<file path="src/rtl/seq_divider_pkg.sv">
// Shared types and sizing helpers for the seq_divider restoring divider.
// Optional signed arithmetic is selected with the SEQ_DIVIDER_SIGNED_EN macro.
package seq_divider_pkg;

   typedef enum logic [1:0] {
      IDLE,
      RUN,
      DONE
   } state_e;

   localparam int unsigned DEF_DIVIDEND_W = 8;
   localparam int unsigned DEF_DIVISOR_W  = 7;

   // Step counter must hold the value DIVIDEND_W itself.
   function automatic int unsigned cnt_width(input int unsigned dividend_w);
      return $clog2(dividend_w + 1);
   endfunction

endpackage

</file>
<file path="src/rtl/seq_divider_step.sv">
// One combinational restoring-division step: shift in a dividend bit,
// compare against the divisor and conditionally subtract.
module seq_divider_step #(
   parameter int unsigned DIVISOR_W = 7
) (
   input  logic [DIVISOR_W:0]   rem_i,
   input  logic                 bit_i,
   input  logic [DIVISOR_W-1:0] divisor_i,
   output logic [DIVISOR_W:0]   rem_o,
   output logic                 qbit_o
);

   logic [DIVISOR_W:0] shifted;

   always_comb begin
      shifted = {rem_i[DIVISOR_W-1:0], bit_i};
      // rem_i MSB is zero in normal operation; folding it in keeps the step exact if it were set.
      qbit_o  = rem_i[DIVISOR_W] | (shifted >= {1'b0, divisor_i});
      rem_o   = qbit_o ? (shifted - {1'b0, divisor_i}) : shifted;
   end

endmodule

</file>
<file path="src/rtl/seq_divider.sv">
// Multi-cycle restoring divider with start/busy/valid handshake and divide-by-zero flag.
// Define SEQ_DIVIDER_SIGNED_EN for two's-complement operands and results.
module seq_divider
   import seq_divider_pkg::*;
#(
   parameter int unsigned DIVIDEND_W = DEF_DIVIDEND_W,
   parameter int unsigned DIVISOR_W  = DEF_DIVISOR_W
) (
   input  logic                  clk,
   input  logic                  reset,
   input  logic                  start,
   input  logic [DIVIDEND_W-1:0] dividendin,
   input  logic [DIVISOR_W-1:0]  divisorin,
   output logic                  busy,
   output logic                  valid,
   output logic                  divzero,
   output logic [DIVIDEND_W-1:0] quotient,
   output logic [DIVISOR_W-1:0]  remainder
);

   localparam int unsigned CW = cnt_width(DIVIDEND_W);

   state_e                  state_q, state_d;
   logic [CW-1:0]           cnt_q, cnt_d;
   logic [DIVIDEND_W-1:0]   dvd_q, dvd_d;
   logic [DIVISOR_W:0]      rem_q, rem_d;
   logic [DIVISOR_W-1:0]    dvs_q, dvs_d;
   logic                    zero_q, zero_d;
   logic                    busy_q, busy_d;
   logic                    valid_q, valid_d;
   logic                    divzero_q, divzero_d;
   logic [DIVIDEND_W-1:0]   quotient_q, quotient_d;
   logic [DIVISOR_W-1:0]    remainder_q, remainder_d;

   logic [DIVIDEND_W-1:0]   dvd_cap;
   logic [DIVISOR_W-1:0]    dvs_cap;
   logic [DIVIDEND_W-1:0]   quo_res;
   logic [DIVISOR_W-1:0]    rem_res;
   logic [DIVISOR_W:0]      step_rem;
   logic                    step_qbit;

   seq_divider_step #(
      .DIVISOR_W (DIVISOR_W)
   ) u_step (
      .rem_i     (rem_q),
      .bit_i     (dvd_q[DIVIDEND_W-1]),
      .divisor_i (dvs_q),
      .rem_o     (step_rem),
      .qbit_o    (step_qbit)
   );

`ifdef SEQ_DIVIDER_SIGNED_EN
   logic neg_quo_q, neg_quo_d;
   logic neg_rem_q, neg_rem_d;

   // The core divides magnitudes; signs are reapplied on the DONE write.
   always_comb begin
      dvd_cap   = dividendin[DIVIDEND_W-1] ? -dividendin : dividendin;
      dvs_cap   = divisorin[DIVISOR_W-1]   ? -divisorin  : divisorin;
      neg_quo_d = neg_quo_q;
      neg_rem_d = neg_rem_q;
      if (start && !busy_q) begin
         neg_quo_d = dividendin[DIVIDEND_W-1] ^ divisorin[DIVISOR_W-1];
         neg_rem_d = dividendin[DIVIDEND_W-1];
      end
      quo_res = neg_quo_q ? -dvd_q : dvd_q;
      rem_res = neg_rem_q ? -rem_q[DIVISOR_W-1:0] : rem_q[DIVISOR_W-1:0];
   end

   always_ff @(posedge clk or negedge reset) begin
      if (!reset) begin
         neg_quo_q <= 1'b0;
         neg_rem_q <= 1'b0;
      end else begin
         neg_quo_q <= neg_quo_d;
         neg_rem_q <= neg_rem_d;
      end
   end
`else
   always_comb begin
      dvd_cap = dividendin;
      dvs_cap = divisorin;
      quo_res = dvd_q;
      rem_res = rem_q[DIVISOR_W-1:0];
   end
`endif

   always_comb begin
      state_d     = state_q;
      cnt_d       = cnt_q;
      dvd_d       = dvd_q;
      rem_d       = rem_q;
      dvs_d       = dvs_q;
      zero_d      = zero_q;
      busy_d      = busy_q;
      valid_d     = valid_q;
      divzero_d   = divzero_q;
      quotient_d  = quotient_q;
      remainder_d = remainder_q;
      case (state_q)
         IDLE, DONE: begin
            if (start) begin
               dvd_d     = dvd_cap;
               dvs_d     = dvs_cap;
               rem_d     = '0;
               cnt_d     = CW'(DIVIDEND_W);
               zero_d    = (divisorin == '0);
               valid_d   = 1'b0;
               divzero_d = 1'b0;
               busy_d    = 1'b1;
               state_d   = RUN;
            end
         end
         RUN: begin
            if (cnt_q != '0) begin
               // Dividend bits leave at the MSB while quotient bits enter at the LSB.
               rem_d = step_rem;
               dvd_d = {dvd_q[DIVIDEND_W-2:0], step_qbit};
               cnt_d = cnt_q - CW'(1);
            end else begin
               state_d   = DONE;
               busy_d    = 1'b0;
               valid_d   = 1'b1;
               divzero_d = zero_q;
               if (zero_q) begin
                  quotient_d  = '1;
                  remainder_d = '0;
               end else begin
                  quotient_d  = quo_res;
                  remainder_d = rem_res;
               end
            end
         end
         default: state_d = IDLE;
      endcase
   end

   always_ff @(posedge clk or negedge reset) begin
      if (!reset) begin
         state_q     <= IDLE;
         cnt_q       <= '0;
         dvd_q       <= '0;
         rem_q       <= '0;
         dvs_q       <= '0;
         zero_q      <= 1'b0;
         busy_q      <= 1'b0;
         valid_q     <= 1'b0;
         divzero_q   <= 1'b0;
         quotient_q  <= '0;
         remainder_q <= '0;
      end else begin
         state_q     <= state_d;
         cnt_q       <= cnt_d;
         dvd_q       <= dvd_d;
         rem_q       <= rem_d;
         dvs_q       <= dvs_d;
         zero_q      <= zero_d;
         busy_q      <= busy_d;
         valid_q     <= valid_d;
         divzero_q   <= divzero_d;
         quotient_q  <= quotient_d;
         remainder_q <= remainder_d;
      end
   end

   assign busy      = busy_q;
   assign valid     = valid_q;
   assign divzero   = divzero_q;
   assign quotient  = quotient_q;
   assign remainder = remainder_q;

endmodule

</file>
<file path="config.mk">
export PLATFORM = sky130hd
export DESIGN_NAME = seq_divider
export DESIGN_NICKNAME = d
export VERILOG_FILES = /design/src/rtl/seq_divider_pkg.sv /design/src/rtl/seq_divider_step.sv /design/src/rtl/seq_divider.sv
export SDC_FILE = /design/constraint.sdc
export NUM_CORES = 1
export LEC_CHECK = 0
export ABC_AREA = 1
export BUFFER_PORTS_ARGS = -buffer_cell sky130_fd_sc_hd__buf_2
export CORE_ASPECT_RATIO = 2
export CORE_MARGIN = 10
export CORE_UTILIZATION = 30
export CTS_CLUSTER_DIAMETER = 40
export CTS_CLUSTER_SIZE = 30
export DETAILED_ROUTE_END_ITERATION = 12
export SYNTH_ARGS = -nofsm -noshare
export SYNTH_HDL_FRONTEND = slang
export SYNTH_SLANG_ARGS = --single-unit
</file>
<file path="constraint.sdc">
create_clock -name clk -period 3.5 [get_ports clk]
set_clock_uncertainty 0.15 [all_clocks]
set_input_delay 0.35 -clock clk [delete_from_list [all_inputs] [get_ports clk]]
set_output_delay 0.35 -clock clk [all_outputs]
set_load 0.02 [all_outputs]
</file>
Word level (Yosys, flattened, before mapping)
Cells that the tools add are included.
W data, S select, Z words.
{"block": "word_totals", "regBits": 48}
{"block": "op_classes", "n_addsub": 2, "magnitude_cmp": 1, "eq_ne": 5, "n_mux": 23, "n_bitwise": 2, "n_reduce_logical": 10}
{"op": "$mux W8", "count": 6}
{"op": "$pmux W8 S2", "count": 2}
{"op": "$ge A8 B7 Y1", "count": 1}
{"op": "$mux W4", "count": 2}
{"op": "$pmux W4 S2", "count": 1}
{"op": "$sub A8 B7 Y8", "count": 1}
{"op": "$logic_not A7 Y1", "count": 1}
{"op": "$mux W7", "count": 1}
{"op": "$ne A2 B2 Y1 const B", "count": 3}
{"op": "$pmux W1 S2", "count": 3}
{"op": "$reduce_and A2 Y1", "count": 3}
{"op": "$reduce_and A3 Y1", "count": 2}
{"op": "$mux W1", "count": 5}
{"op": "$mux W2", "count": 2}
{"op": "$pmux W2 S2", "count": 1}
{"op": "$reduce_bool A4 Y1", "count": 1}
{"op": "$sub A4 B1 Y4 const B", "count": 1}
{"op": "$eq A2 B1 Y1 const B", "count": 1}
{"op": "$eq A2 B2 Y1 const B", "count": 1}
{"op": "$logic_not A2 Y1", "count": 1}
{"op": "$reduce_bool A2 Y1", "count": 1}
{"op": "$reduce_or A2 Y1", "count": 1}
{"op": "$not A1 Y1", "count": 1}
{"op": "$or A1 B1 Y1", "count": 1}

Longest topological paths before layout
{"block": "logic_depth", "word_depth": 5, "mapped_depth": 14, "depth_no_buf": 14}

By module
Synthesis repeated with hierarchy kept, for this count alone.
{"block": "unflattened", "cells_unflattened": 351, "area_unflattened_um2": 2686.3}
{"module": "seq_divider", "n_inst": 1, "cells_per_inst": 239, "area_per_inst_um2": 2119.5, "seq_area_each_um2": 1201.2}
{"module": "seq_divider_step", "n_inst": 1, "cells_per_inst": 112, "area_per_inst_um2": 566.8, "seq_area_each_um2": 0.0}

Worst setup path after synthesis
Ideal clock, no wire load.
{"block": "synth_timing", "path_type": "reg-to-reg", "start": "register dvd_q[7]", "end": "register rem_q[6]", "setup_ns": 0.116, "arrival_time_ns": 1.664, "t_required_ns": 3.234, "setup_slack_ns": 1.570, "path_stages_with_launch": 15, "n_path_buf": 0, "period_less_slack_ns": 1.930, "cell_sequence": "dfrtp_1 inv_1 ha_1 inv_1 fa_1 nand2_1 nand2_1 nand2_1 nand2_1 nand2_2 nand3_1 nand2_1 inv_1 nand2_1 nand2_1"}
{"block": "synth_via", "elab_chain_len": 5, "elab_cells_between_ends": 6}
{"item": "start, declared", "line_no": "seq_divider.sv:25", "rtl": "logic [DIVIDEND_W-1:0] dvd_q, dvd_d;"}
{"item": "start signal, assigned", "line_no": "seq_divider.sv:154", "rtl": "dvd_q <= dvd_d;"}
{"item": "$ge A8 B7 Y1", "line_no": "seq_divider_step.sv:18", "rtl": "qbit_o = rem_i[DIVISOR_W] | (shifted >= {1'b0, divisor_i});"}
{"item": "$or A1 B1 Y1", "line_no": "seq_divider_step.sv:18"}
{"item": "$mux W8 *", "line_no": "seq_divider_step.sv:19", "rtl": "rem_o = qbit_o ? (shifted - {1'b0, divisor_i}) : shifted;"}
{"item": "$mux W8 *", "line_no": "seq_divider.sv:115", "rtl": "if (cnt_q != '0) begin"}
{"item": "$pmux W8 S2 *", "line_no": "seq_divider.sv:100", "rtl": "case (state_q)"}
{"item": "end signal, assigned", "line_no": "seq_divider.sv:155", "rtl": "rem_q <= rem_d;"}
{"item": "end, declared", "line_no": "seq_divider.sv:26", "rtl": "logic [DIVISOR_W:0] rem_q, rem_d;"}
Mark *: on every way between the ends. The rest lies on a longest branch, timed or not. The select of a mux whose other input is x is not followed.
A chain may end at the register's enable or synchronous reset.

Worst setup path after layout
{"block": "layout_timing", "start": "register dvd_q[7]", "end": "register rem_q[0]"}
Same word-level chain as after synthesis.

==> impl_metrics.csv <==
group,metric,value,unit
route,drt_iter0_markers,61,
yosys,avgSynthCellArea,8.38,sq um
yosys,synth.distinct_cells,33,
die,die_h,148,um
sta,rsz0062_at_grt,"no",
placed_design,port_buffers,35,
clock_tree,cts_setup_buffers,0,
clock_tree,cts_buffer_depth,2,
pwr,net-switching-power,1.49,mW
global_route,antenna_found_initial,0,
clock_tree,h-tree-depth,2,
critical_path,crit_path_start_kind,"flop",
clock_tree,cts-resized-gates,0,
die,die-area,0.0125,sq mm
clock_tree,clk_pin_slew,60,ps
global_route,grt_max_degree,28,
pwr,combPwrFrac,0.538,
sta,worst_slack,1330,ps
global_route,grtUsageTotal,0.101,
critical_path,cp_data_arrival_time,2220,ps
critical_path,worst_setup_path_end_kind,"flop",
sta,period_share,0.621,
yosys,synth_seq_cells,48,
sta,setup-tns-final,0,ps
sta,drv_slew,0,
yosys,syn_inst,295,
finish,drive_above_1_share,0.183,
sta,final_hold_viol_count,0,
critical_path,critPathRequiredTime,3550,ps
die,top_level_ports,36,
min_path,hold_class,"in2reg",
pwr,p_int,1.70,mW
die,dieWidth,84.2,um
critical_path,crit_start,"dvd_q[7]",
die,fp.coreArea,0.00800,sq mm
pwr,clock_power_share,0.156,
min_path,whs_path_depth,3,
clock_tree,clock-sinks,48,
placed_design,routabilityCongestion,0.850,
sta,max_clock_freq,460,MHz
sta,relSlewSlack,0.577,
critical_path,crit-reg2reg-launch,"dvd_q[7]",
pwr,seq_power_share,0.306,
route,vias_per_cell,4.71,
clock_tree,cts_tree,"built",
placed_design,place_ws,1320,ps
yosys,synth_nets,323,
clock_tree,clockRootBuffer,"clkbuf_16",
sta,tightest_slew,635,ps
pwr,power.switching_fraction,0.467,
die,start_util,0.309,
route,drtAntennaViolNets,0,
route,drc,0,
pwr,ir_worst_vdd,0.276,mV
finish,nets,361,
min_path,min-delay-start,"divisorin[0]",
global_route,grt_first_pass_wirelength,10300,um
job,cap_viol_max_count,0,
sta,fin_crit,2170,ps
yosys,syn_area,0.00247,sq mm
die,row_count,46,
outcome,run_status,"finished clean",
finish,num_antenna_cells,0,
route,dr.pass1.iters,4,
critical_path,crit_fanout,9,
placed_design,hpwl,4780,um
yosys,yosysWarnings,0,
yosys,ys_seq_area_frac,0.486,
finish,design_area,0.00289,sq mm
clock_tree,numCtsBuffers,5,
pwr,power_density,1100,mW/mm^2
pwr,finalPower,3.19,mW
route,post_drt_wl_per_cell,14.4,um
sta,finalSetupViolations,0,
clock_tree,clk_latency,290,ps
clock_tree,hold_buffers,1,
route,drt-total-wl,6180,um
finish,syn2layout_area_growth,17.1,%
critical_path,r2r.worst_path.cells,13,
placed_design,dpl-instance-area,0.00273,sq mm
sta,timing.hold.ws,127,ps
global_route,grt_pass1_vias,2135,
critical_path,setup.worst_path.class,"reg2reg",
pwr,p_leak,1.53,nW
global_route,grt_overflow,0,
route,vias,2024,
## sequential cells by signal (all words and copies together), names as in the netlist
signal and flops:
dvd_q 8, quotient 8, rem_q 8, dvs_q 7, remainder 7, cnt_q 4, state_q 2, busy 1
divzero 1, valid 1, zero_q 1
## worst max-delay path, stage by stage, from the launching register on
cell and delay [ps]:
dfrtp_1 380, inv_1 100, ha_1 150, inv_1 60, fa_1 410, nand2_1 100
nand2_1 70, nand2_1 90, nand2_1 70, nand2_2 170, nand2_4 110, nand2_1 90
nand3_1 60, o21ai_0 100
## per-layer routing
metal  share of wire  track usage  up-vias
met2            0.54        0.187       43
met5               0            0        -
met1            0.38       0.0971      940
met4           0.038       0.0631        0
li1                -            -     1029
met3           0.043       0.0246       12
## layout by cell type (no fill, tap or decap), types with 2 or more instances in the layout
| cell type | instances |
|---|---|
| dfrtp_1 | 48 |
| nand2_1 | 100 |
| nor2_1 | 8 |
| o21ai_0 | 20 |
| nor2_4 | 2 |
| a22oi_1 | 4 |
| clkbuf_16 | 5 |
| a21oi_1 | 5 |
| buf_2 | 35 |
| nor3_1 | 2 |
| inv_2 | 4 |
| nand4_1 | 3 |
| nand3_1 | 24 |
| a31oi_1 | 2 |
| xnor2_1 | 2 |
| inv_4 | 2 |
| o31ai_2 | 3 |
| inv_1 | 32 |
| nand2_2 | 3 |
| ha_1 | 9 |
| o31ai_1 | 6 |
## synth_stat cells (all sizes together)
cell | number | area, sq um
nand2 | 104 | 405
dfrtp | 48 | 1200
inv | 38 | 148
nand3 | 25 | 130
o21ai | 20 | 100
nor2 | 11 | 72.6
ha | 9 | 113
o31ai | 9 | 82.6
a21oi | 6 | 33.8
buf | 5 | 36.3
a22oi | 4 | 30.0
nand4 | 3 | 18.8
a31oi | 2 | 12.5
nor3 | 2 | 10.0
xnor2 | 2 | 17.5
clkbuf | 1 | 3.75
fa | 1 | 20.0
nand3b | 1 | 7.51
nor4 | 1 | 6.26
o211ai | 1 | 7.51
or2 | 1 | 6.26
xor2 | 1 | 8.76
## layout make-up
class                   instances  area, sq um
flip-flops and latches         48         1200
well taps                      96          120
clock buffers                   7          143
inverters                      38          148
repair buffers                 37          193
clock inverters                 1         7.51
multi-input cells             203         1080
fillers                       839         5110
## stage by stage
stage,instances,utilization
after global placement,421,0.342
after global routing,430,0.362
after detailed placement,421,0.342
after floorplan,295,-
after CTS,430,0.362
final,430,0.362
## path summary, 6_finish.rpt
path                              endpoint  slack, ps
worst max-delay path              rem_q[0]       1330
worst min-delay path              dvs_q[0]        130
worst max register to register    rem_q[0]       1330
worst min register to register        busy        320
max in group asynchronous       state_q[1]       2000
min in group asynchronous         dvs_q[6]        460
## power by group through the flow
| stage | registers (mW) | logic, mW | clock network [mW] |
|---|---|---|---|
| global placement | 0.979 | 1.70 | 0 |
| global route | 1.01 | 1.98 | 0.529 |
| finish | 0.975 | 1.71 | 0.496 |
| CTS | 0.976 | 1.74 | 0.507 |
| floorplan | 1.05 | 1.24 | 0 |
| detailed placement | 0.983 | 1.74 | 0 |
## cell families (layout without fill, tap and decap cells)
group                      after synthesis  in the layout  share of synthesized area
buffers and inverters                   44             83                     0.0759
DFF                                     48             48                      0.486
and+or+nand+nor                        148            148                      0.266
xor gates and xnor gates                 3              3                     0.0106
adders and majority gates               10             10                     0.0537
AOI/OAI and AO/OA                       42             42                      0.108
Note: power is estimated with default switching activity, not from simulation.
